[src/rtl/vga_timing_gen.sv]
// VGA 640x480@60 timing source: free-running pixel/line counters, sync decode,
// and a one-pixel output stage that registers the overlay generators' colour
// together with hsync_n/vsync_n so all three stay aligned at the DAC.
module vga_timing_gen #(
  parameter int H_VISIBLE = 640,
  parameter int H_FRONT   = 16,
  parameter int H_SYNC    = 96,
  parameter int H_BACK    = 48,
  parameter int V_VISIBLE = 480,
  parameter int V_FRONT   = 10,
  parameter int V_SYNC    = 2,
  parameter int V_BACK    = 33,
  parameter logic [5:0] BG_COLOR = 6'b000000
) (
  input  logic       clk,
  input  logic       rst,
  input  logic       ce,
  output logic [9:0] x,
  output logic [9:0] y,
  output logic       active,
  output logic       frame_start,
  input  logic       draw_in,
  input  logic [5:0] rgb_in,
  output logic [5:0] rgb_out,
  output logic       hsync_n,
  output logic       vsync_n
);

  localparam int H_TOTAL = H_VISIBLE + H_FRONT + H_SYNC + H_BACK;
  localparam int V_TOTAL = V_VISIBLE + V_FRONT + V_SYNC + V_BACK;

  localparam logic [9:0] H_LAST   = 10'(H_TOTAL - 1);
  localparam logic [9:0] V_LAST   = 10'(V_TOTAL - 1);
  localparam logic [9:0] H_VIS    = 10'(H_VISIBLE);
  localparam logic [9:0] V_VIS    = 10'(V_VISIBLE);
  localparam logic [9:0] HS_START = 10'(H_VISIBLE + H_FRONT);
  localparam logic [9:0] HS_END   = 10'(H_VISIBLE + H_FRONT + H_SYNC);
  localparam logic [9:0] VS_START = 10'(V_VISIBLE + V_FRONT);
  localparam logic [9:0] VS_END   = 10'(V_VISIBLE + V_FRONT + V_SYNC);

  logic [9:0] x_reg, x_next;
  logic [9:0] y_reg, y_next;
  logic       frame_start_reg;
  logic [5:0] rgb_reg;
  logic       hsync_n_reg;
  logic       vsync_n_reg;

  logic       hs_raw;
  logic       vs_raw;
  logic       at_frame_end;
  logic [5:0] pixel_next;

  // Next-count logic: x wraps at end of line, y steps only on that wrap.
  always_comb begin
    x_next = x_reg;
    y_next = y_reg;
    if (x_reg < H_LAST) begin
      x_next = x_reg + 10'd1;
    end else begin
      x_next = 10'd0;
      if (y_reg < V_LAST) begin
        y_next = y_reg + 10'd1;
      end else begin
        y_next = 10'd0;
      end
    end
  end

  // Decode visibility, sync windows and colour selection from current counters.
  always_comb begin
    active       = (x_reg < H_VIS) && (y_reg < V_VIS);
    hs_raw       = !((x_reg >= HS_START) && (x_reg < HS_END));
    vs_raw       = !((y_reg >= VS_START) && (y_reg < VS_END));
    // frame_start is registered from the last pixel so it is high exactly
    // while the counters sit at (0,0), and stays low straight out of reset.
    at_frame_end = (x_reg == H_LAST) && (y_reg == V_LAST);
    if (!active) begin
      pixel_next = 6'b000000;
    end else if (draw_in) begin
      pixel_next = rgb_in;
    end else begin
      pixel_next = BG_COLOR;
    end
  end

  // Counters and output stage; everything holds while ce is low.
  always_ff @(posedge clk) begin
    if (rst) begin
      x_reg           <= 10'd0;
      y_reg           <= 10'd0;
      frame_start_reg <= 1'b0;
      rgb_reg         <= 6'b000000;
      hsync_n_reg     <= 1'b1;
      vsync_n_reg     <= 1'b1;
    end else if (ce) begin
      x_reg           <= x_next;
      y_reg           <= y_next;
      frame_start_reg <= at_frame_end;
      rgb_reg         <= pixel_next;
      hsync_n_reg     <= hs_raw;
      vsync_n_reg     <= vs_raw;
    end
  end

  assign x           = x_reg;
  assign y           = y_reg;
  assign frame_start = frame_start_reg;
  assign rgb_out     = rgb_reg;
  assign hsync_n     = hsync_n_reg;
  assign vsync_n     = vsync_n_reg;

endmodule

[config.mk]
export PLATFORM = sky130hd
export DESIGN_NAME = vga_timing_gen
export DESIGN_NICKNAME = d
export VERILOG_FILES = /design/src/rtl/vga_timing_gen.sv
export SDC_FILE = /design/constraint.sdc
export NUM_CORES = 1
export LEC_CHECK = 0
export ABC_AREA = 1
export BUFFER_PORTS_ARGS = -buffer_cell sky130_fd_sc_hd__buf_4
export CAP_MARGIN = 25
export CELL_PAD_IN_SITES_DETAIL_PLACEMENT = 1
export CELL_PAD_IN_SITES_GLOBAL_PLACEMENT = 1
export CORE_MARGIN = 5
export CORE_UTILIZATION = 35
export DETAILED_ROUTE_END_ITERATION = 12
export MAX_ROUTING_LAYER = met4
export PLACE_DENSITY_LB_ADDON = 0.1
export SYNTH_ARGS = -nofsm -noshare
export SYNTH_HDL_FRONTEND = slang
export SYNTH_SLANG_ARGS = --single-unit
[constraint.sdc]
create_clock -name clk -period 2 [get_ports clk]
set_clock_uncertainty 0.1 [all_clocks]
set_input_delay 0.3 -clock clk [delete_from_list [all_inputs] [get_ports clk]]
set_output_delay 0.3 -clock clk [all_outputs]
set_load 0.02 [all_outputs]
== After elaboration in Yosys (flattened, before gate mapping) ==
Cells that the tools add are included.
Storage, ports and cells
  memory bits (read-only): 0
  latch bits: 0
  memories kept: 0
  word-level logic and storage cells: 30
  memory bits (writable): 0
  bits in registers: 29
  output and inout bits: 30
  input bits: 10
Operators by class
  eq/ne operators: 2
  mux-type cells: 4
  order comparisons: 8
  bitwise gates (word level): 1
  $mul: 0
  shift operators: 0
  div/mod/pow operators: 0
  $add $sub $neg: 2
  reduce and logical (&&, ||, !) cells: 7
Operator list (count)
  $lt A10 B10 Y1 const B: 4
  $add A10 B1 Y10 const B: 2
  $eq A10 B10 Y1 const B: 2
  $lt A10 B9 Y1 const B: 2
  $mux W10: 2
  $mux W6: 2
  $ge A10 B10 Y1 const B: 1
  $ge A10 B9 Y1 const B: 1
  $logic_and A1 B1 Y1: 4
  $logic_not A1 Y1: 2
  $reduce_and A2 Y1: 1
  $not A1 Y1: 1

== Longest topological paths before layout ==
Gate-level depths: netlist of run 1.
  depth in word-level cells: 3
  mapped depth: 10
  gate-level depth less buffers: 10

== Worst setup path after synthesis of run 1 ==
No wires, ideal clock.
  path kind: register to register
  from: reg x_reg[0], in the netlist x[0]
  to: reg x_reg[2], in the netlist x[2]
  clock period less this slack: 1.661 ns
  cell stages (with the launch flop): 10
  arrival: 1.436 ns
  data required time: 1.775 ns
  path buffers: 1
  setup time: 0.125 ns
  path slack: 0.339 ns
  cell sequence: dfxtp_1 > ha_1 > nand2_1 > nor2_1 > inv_1 > nand2_1 > nand2_1 > nand2_1 > buf_2 > nor3_1
On the way
  cells in the longest elaborated chain, start to end: 2
  elaborated cells on any way between the ends: 3
  those cells by class: 1 x add/sub; 1 x order compare; 1 x mux
RTL lines
  start: declaration: RTL line 41  | logic [9:0] x_reg, x_next;
  start signal: assignment: RTL line 96  | x_reg <= x_next;
  $add A10 B1 Y10 or $lt A10 B10 Y1 (tied branches): RTL line 58, 57
  $mux W10 (*): RTL line 57  | if (x_reg < H_LAST) begin
Mark *: on every way between the ends. The rest lies on a longest branch, timed or not.
A chain may end at the register's enable or synchronous reset.

== Worst setup path after layout of run 1 ==
  from: reg y_reg[7], in the netlist y[7]
  to: out active
On the way
  cells in the longest elaborated chain, start to end: 2
RTL lines
  start: declaration: RTL line 42  | logic [9:0] y_reg, y_next;
  start signal: assignment: RTL line 97  | y_reg <= y_next;
  $lt A10 B9 Y1: RTL line 71  | active = (x_reg < H_VIS) && (y_reg < V_VIS);
  $logic_and A1 B1 Y1: RTL line 71
  end: declaration: RTL line 20  | output logic active,
No other way between the ends.

==> results.ini, run 1 <==
[worst_setup_path]
worstPathRequired_ns=1.60
path_class=reg2out
cp-start-kind=register
path_max_fanout=5
crit_arrival_ns=1.49
end_kind=output pin

[global_routing]
grt_pass1_vias=1554
grt_max_degree=16
grt_overflow=0
met1_usage_pct=23.3
grt_use_met2_pct=27.4
grt_busiest_layer=met2
grt.total_usage_pct=17.7
grt_util_met3_pct=3.56
antenna_found_initial=0
grt_pass1_wl_um=7330

[synth]
synth_xor_xnor_area_share_pct=1.17
synth.avg_cell_area_um2=6.46
synthMuxAreaShare_pct=0
synthArstFlopShare_pct=0
synth_cells=232
syn_nets=246
ys.flop_type=dfxtp_1
synth_edf_count=0
synth_top_cell_by_area=dfxtp_1
synthAdderAreaFrac_pct=3.34
synthMostInstantiatedCell=nand2_1
yosys.area_share.simple_pct=37.4
yosys-top-cells-count=nand2_1 (64), inv_1 (36), dfxtp_1 (29), nor2_1 (28), nand3_1 (20)
yosysWarningCount=0
yosysSeqAreaShare_pct=38.7
synth_top_family_by_area=simple AND/OR/NAND/NOR gates
synth_cell_types=22
synth-compound-area-share_pct=8.26
synth.cell_area_um2=1500
synth.top_cell.area_share_pct=38.7
ys_seq_elements=29
synth_area_leaders=dfxtp_1 (39%), nand2_1 (16%), inv_1 (9.0%)

[detailed_routing]
drtIter0Drc=45
vias_per_cell=4.81
routedWlPerCell_um=13.2
firstDrtPassIters=4
drtAntennaViolNets=0
via_count=1612
drt_wl_total_um=4420
drc_errors=0

[hold_path]
min_path_type=in2reg

[clock_tree]
clkTransAtPathRegs_ns=0.06
cts.sinks=29
cts_tree=built
root_buffer=clkbuf_8
hold_buffers=0
cts.path.max_buffers=2
cts_buffers=5
clk_latency_ns=0.28
h-tree-depth=2

[layout]
drive_gt1_share_pct=21.4
antenna_cells=0
nNetsFinal=298
area_growth_pct=32.9
final_cell_area_um2=1990

[sta]
setup_viol=0
fmaxAchievable_mhz=529
relSlewSlack_pct=70.0
period_share_pct=94.5
max_slew.worst_pin.slew_ns=0.446
hold_violations=0
slew_violations=0
post-route-min-period_ns=1.89
rsz0062_at_grt=false
finalSetupTns_ns=0

[power]
p_sw_w=0.000273
clkPwrFrac_pct=39.4
p_int_w=0.000879
p_leak_nw=0.967
ir_drop_mv=0.460
seq_power_share_pct=51.7
swShare_pct=23.7
power_density_nw_per_um2=578
p_comb_share_pct=8.9

[place]
gp_congestion=0.825
placed_area_um2=1910
io_buffers=39
dp_hpwl_um=3430

[die]
die_w_um=75.4
fp.dieH_um=75.4
coreArea_um2=4090
io_pins=40
rows=23
start_util_pct=36.7
fp.dieArea_um2=5690

[run]
drv_cap=0

[outcome]
outcome=finished, final reports clean

## through the flow
stage                     utilization (%)  cells  setup WS (ns)  total power, W  hold WS (ns)
after floorplan                         -    232          0.339        0.000661         0.294
after global placement               46.6    327          0.351        0.000710         0.358
after detailed placement             46.6    327          0.325        0.000713         0.362
after CTS                            48.7    335         0.0574         0.00117         0.155
after global routing                 48.7    335        0.00864         0.00120         0.173
final                                48.7    335          0.110         0.00115         0.164
## final timing paths
check	from	endpoint	slack, ns	depth (start not counted)
setup / recovery	y[7]$_SDFFE_PP0P_	active	0.11	5
hold / removal	rst	rgb_out[4]$_SDFFE_PP0P_	0.16	2
setup reg to reg	x[1]$_SDFFE_PP0P_	y[2]$_SDFFE_PP0P_	0.34	10
hold reg to reg	rgb_out[4]$_SDFFE_PP0P_	rgb_out[4]$_SDFFE_PP0P_	0.37	2
## layout by cell type (no fill, tap or decap)
| cell type | instances |
|---|---|
| nand2_1 | 64 |
| buf_4 | 49 |
| inv_1 | 36 |
| nor2_1 | 28 |
| dfxtp_1 | 28 |
| nand3_1 | 20 |
| a21oi_1 | 14 |
| o21ai_0 | 8 |
| nor3_1 | 7 |
| nand4_1 | 6 |
| clkbuf_8 | 5 |
| ha_1 | 4 |
| clkbuf_1 | 3 |
| inv_2 | 2 |
| nor2_2 | 2 |
| nor3_2 | 1 |
| and2_1 | 1 |
| nand3b_1 | 1 |
| nor2_4 | 1 |
| a31oi_1 | 1 |
| xor2_1 | 1 |
| xnor2_1 | 1 |
| o211ai_1 | 1 |
| dfxtp_2 | 1 |
## metal layers
| metal | vias up | wire length [um] |
|---|---|---|
| met5 | - | 0 |
| met4 | 0 | 45 |
| met3 | 6 | 170 |
| met2 | 31 | 2070 |
| met1 | 747 | 2130 |
| li1 | 828 | - |
## repair_timing
action | 4_1_cts | 5_1_grt
setup endpoints to repair | 1 | 1
setup buffers | 0 | 0
pin swaps | 0 | 0
hold endpoints to repair | 0 | 0
resized for setup | 1 | 1
## power groups by stage
stage          Clock (W)  Combinational (W)  Sequential, W
6_report        0.000454           0.000102       0.000596
2_1_floorplan          0          0.0000385       0.000623
3_5_place_dp           0           0.000104       0.000608
4_1_cts         0.000469           0.000104       0.000596
5_1_grt         0.000492           0.000114       0.000597
3_3_place_gp           0           0.000102       0.000608
## cell families after synthesis
| group | Yosys count |
|---|---|
| AO/OA/AOI/OAI | 24 |
| flip-flops | 29 |
| XOR/XNOR | 2 |
| adder cells (fa/ha/maj) | 4 |
| AND/OR/NAND/NOR | 131 |
| buffers and inverters | 42 |
## worst max-delay path: stages (launching register included)
cell	delay (ns)
dfxtp_1	0.41
inv_1	0.10
nor3_2	0.24
nand2_1	0.11
and2_1	0.19
buf_4	0.16
## final cells by class
type | instances | area, um^2
fill | 575 | 2090
multi-input combinational | 161 | 757
sequential | 29 | 582
timing repair buffer | 49 | 368
inverter | 38 | 143
clock buffer | 8 | 80.1
tap | 50 | 62.6
Power figures use the tool's default switching activity.
==> inputs of run 2 (changes only) <==
- CORE_UTILIZATION: 35 -> 25
==> run 2 against run 1 <==
Non-clock buffer count down 1. Sequential power hardly changed. Power is 0.84% higher. Critical path type unchanged. Largest power group unchanged.
==> results.ini, run 2 (same netlist as run 1, synthesis figures left out) <==
[global_routing]
grt_max_degree=16
grt_overflow=0
grt_pass1_vias=1620
grt_pass1_wl_um=7680
grt.total_usage_pct=13.2
antenna_found_initial=0

[worst_setup_path]
cp-start-kind=register
path_max_fanout=7
end_kind=output pin
worstPathRequired_ns=1.60
crit_arrival_ns=1.42
path_class=reg2out

[clock_tree]
clkTransAtPathRegs_ns=0.06
cts.sinks=29
h-tree-depth=2
cts.path.max_buffers=2
hold_buffers=0
root_buffer=clkbuf_8
cts_buffers=5
cts_tree=built
clk_latency_ns=0.28
cts_setup_buffers=0

[place]
io_buffers=39
gp_congestion=0.849
dp_hpwl_um=3590
pre_cts_ws_ns=0.249

[sta]
setup_viol=0
setup_ws_ns=0.184
slew_violations=0
period_share_pct=90.8
rsz0062_at_grt=false
post-route-min-period_ns=1.82
max_slew.worst_pin.slew_ns=0.457
finalSetupTns_ns=0
relSlewSlack_pct=69.3
hold_violations=0
fmaxAchievable_mhz=551

[power]
ir_drop_mv=0.195
seq_power_share_pct=51.3
p_sw_w=0.000289
swShare_pct=24.9
p_leak_nw=0.973
clkPwrFrac_pct=40.1
power_density_nw_per_um2=571
p_int_w=0.000872
p_comb_share_pct=8.7

[die]
fp.dieArea_um2=7640
coreArea_um2=5890
start_util_pct=25.5
rows=28
fp.dieH_um=87.4
io_pins=40
die_w_um=87.4

[detailed_routing]
firstDrtPassIters=4
routed-wl-met3_um=211
wirelength_met1_um=2180
top_layer=met4
dr_wl_met2_um=2020
routedWlPerCell_um=12.6
vias_per_cell=4.43
drtIter0Drc=36
drtAntennaViolNets=0
via_count=1591
drc_errors=0
drt_wl_total_um=4510

[layout]
drive_gt1_share_pct=23.2
fillers=778
layout_common_cells=nand2_1 (64), buf_4 (48), inv_1 (36)
multiInputGateArea_um2=769
mostFrequentLayoutCell=nand2_1
area_growth_pct=35.6
nNetsFinal=297
seqCellArea_um2=584
antenna_cells=0

[outcome]
outcome=finished, final reports clean

[hold_path]
min_path_type=in2reg

[run]
drv_cap=0

[run 2: changes by cell type in the layout (fill, tap and decap cells not counted), sizes merged]
cell	delta
clkbuf	-2
clkinv	+2
buf	-1
[run 2: stage by stage]
stage                     total power (W)  hold WS [ns]  cells  cell area (um^2)  utilization (%)
after floorplan                  0.000661         0.294    232              1500                -
after global placement           0.000711         0.357    351              1930             32.8
after detailed placement         0.000712         0.360    351              1930             32.8
after CTS                         0.00119         0.163    359              2010             34.2
after global routing              0.00123         0.163    359              2030             34.5
final                             0.00116         0.166    359              2030             34.5
[run 2: final cells by class]
cell class	instances	area share [%]
multi-input combinational	161	37.8
sequential	29	28.7
timing repair buffer	48	17.7
inverter	38	7.02
tap	75	4.62
clock inverter	2	0.492
clock buffer	6	3.57
[run 2: worst max-delay path, stage by stage (launching register included)]
cell and delay [ns]:
dfxtp_1 0.36, nand2_1 0.18, nand2_1 0.11, nor2_4 0.20, and2_1 0.16, buf_4 0.14
[run 2: what timing repair did]
item,4_1_cts,5_1_grt
endpoints found under the hold margin,0,0
setup endpoints to repair,1,1
resized for setup,1,6
[run 2: power by group through the flow]
stage	clock network [W]	logic, W	registers (W)
after floorplan	0	0.0000385	0.000623
after global placement	0	0.000103	0.000608
after detailed placement	0	0.000103	0.000609
after CTS	0.000492	0.000103	0.000596
after global routing	0.000519	0.000114	0.000597
final	0.000466	0.000101	0.000596
[run 2: final timing paths]
check                                               end                     from  cells after the start  slack (ns)
worst max-delay path                             active        x[8]$_SDFFE_PP0P_                      5        0.18
worst min-delay path            rgb_out[4]$_SDFFE_PP0P_                      rst                      2        0.17
worst max register to register        y[7]$_SDFFE_PP0P_        x[1]$_SDFFE_PP0P_                     10        0.36
worst min register to register  rgb_out[4]$_SDFFE_PP0P_  rgb_out[4]$_SDFFE_PP0P_                      2        0.36
[run 2: metal layers]
layer / vias up / GRT usage (%)
met4: 0 / 5.30
met3: 9 / 3.03
met1: 717 / 17.7
met2: 36 / 19.1
met5: - / -
li1: 829 / -
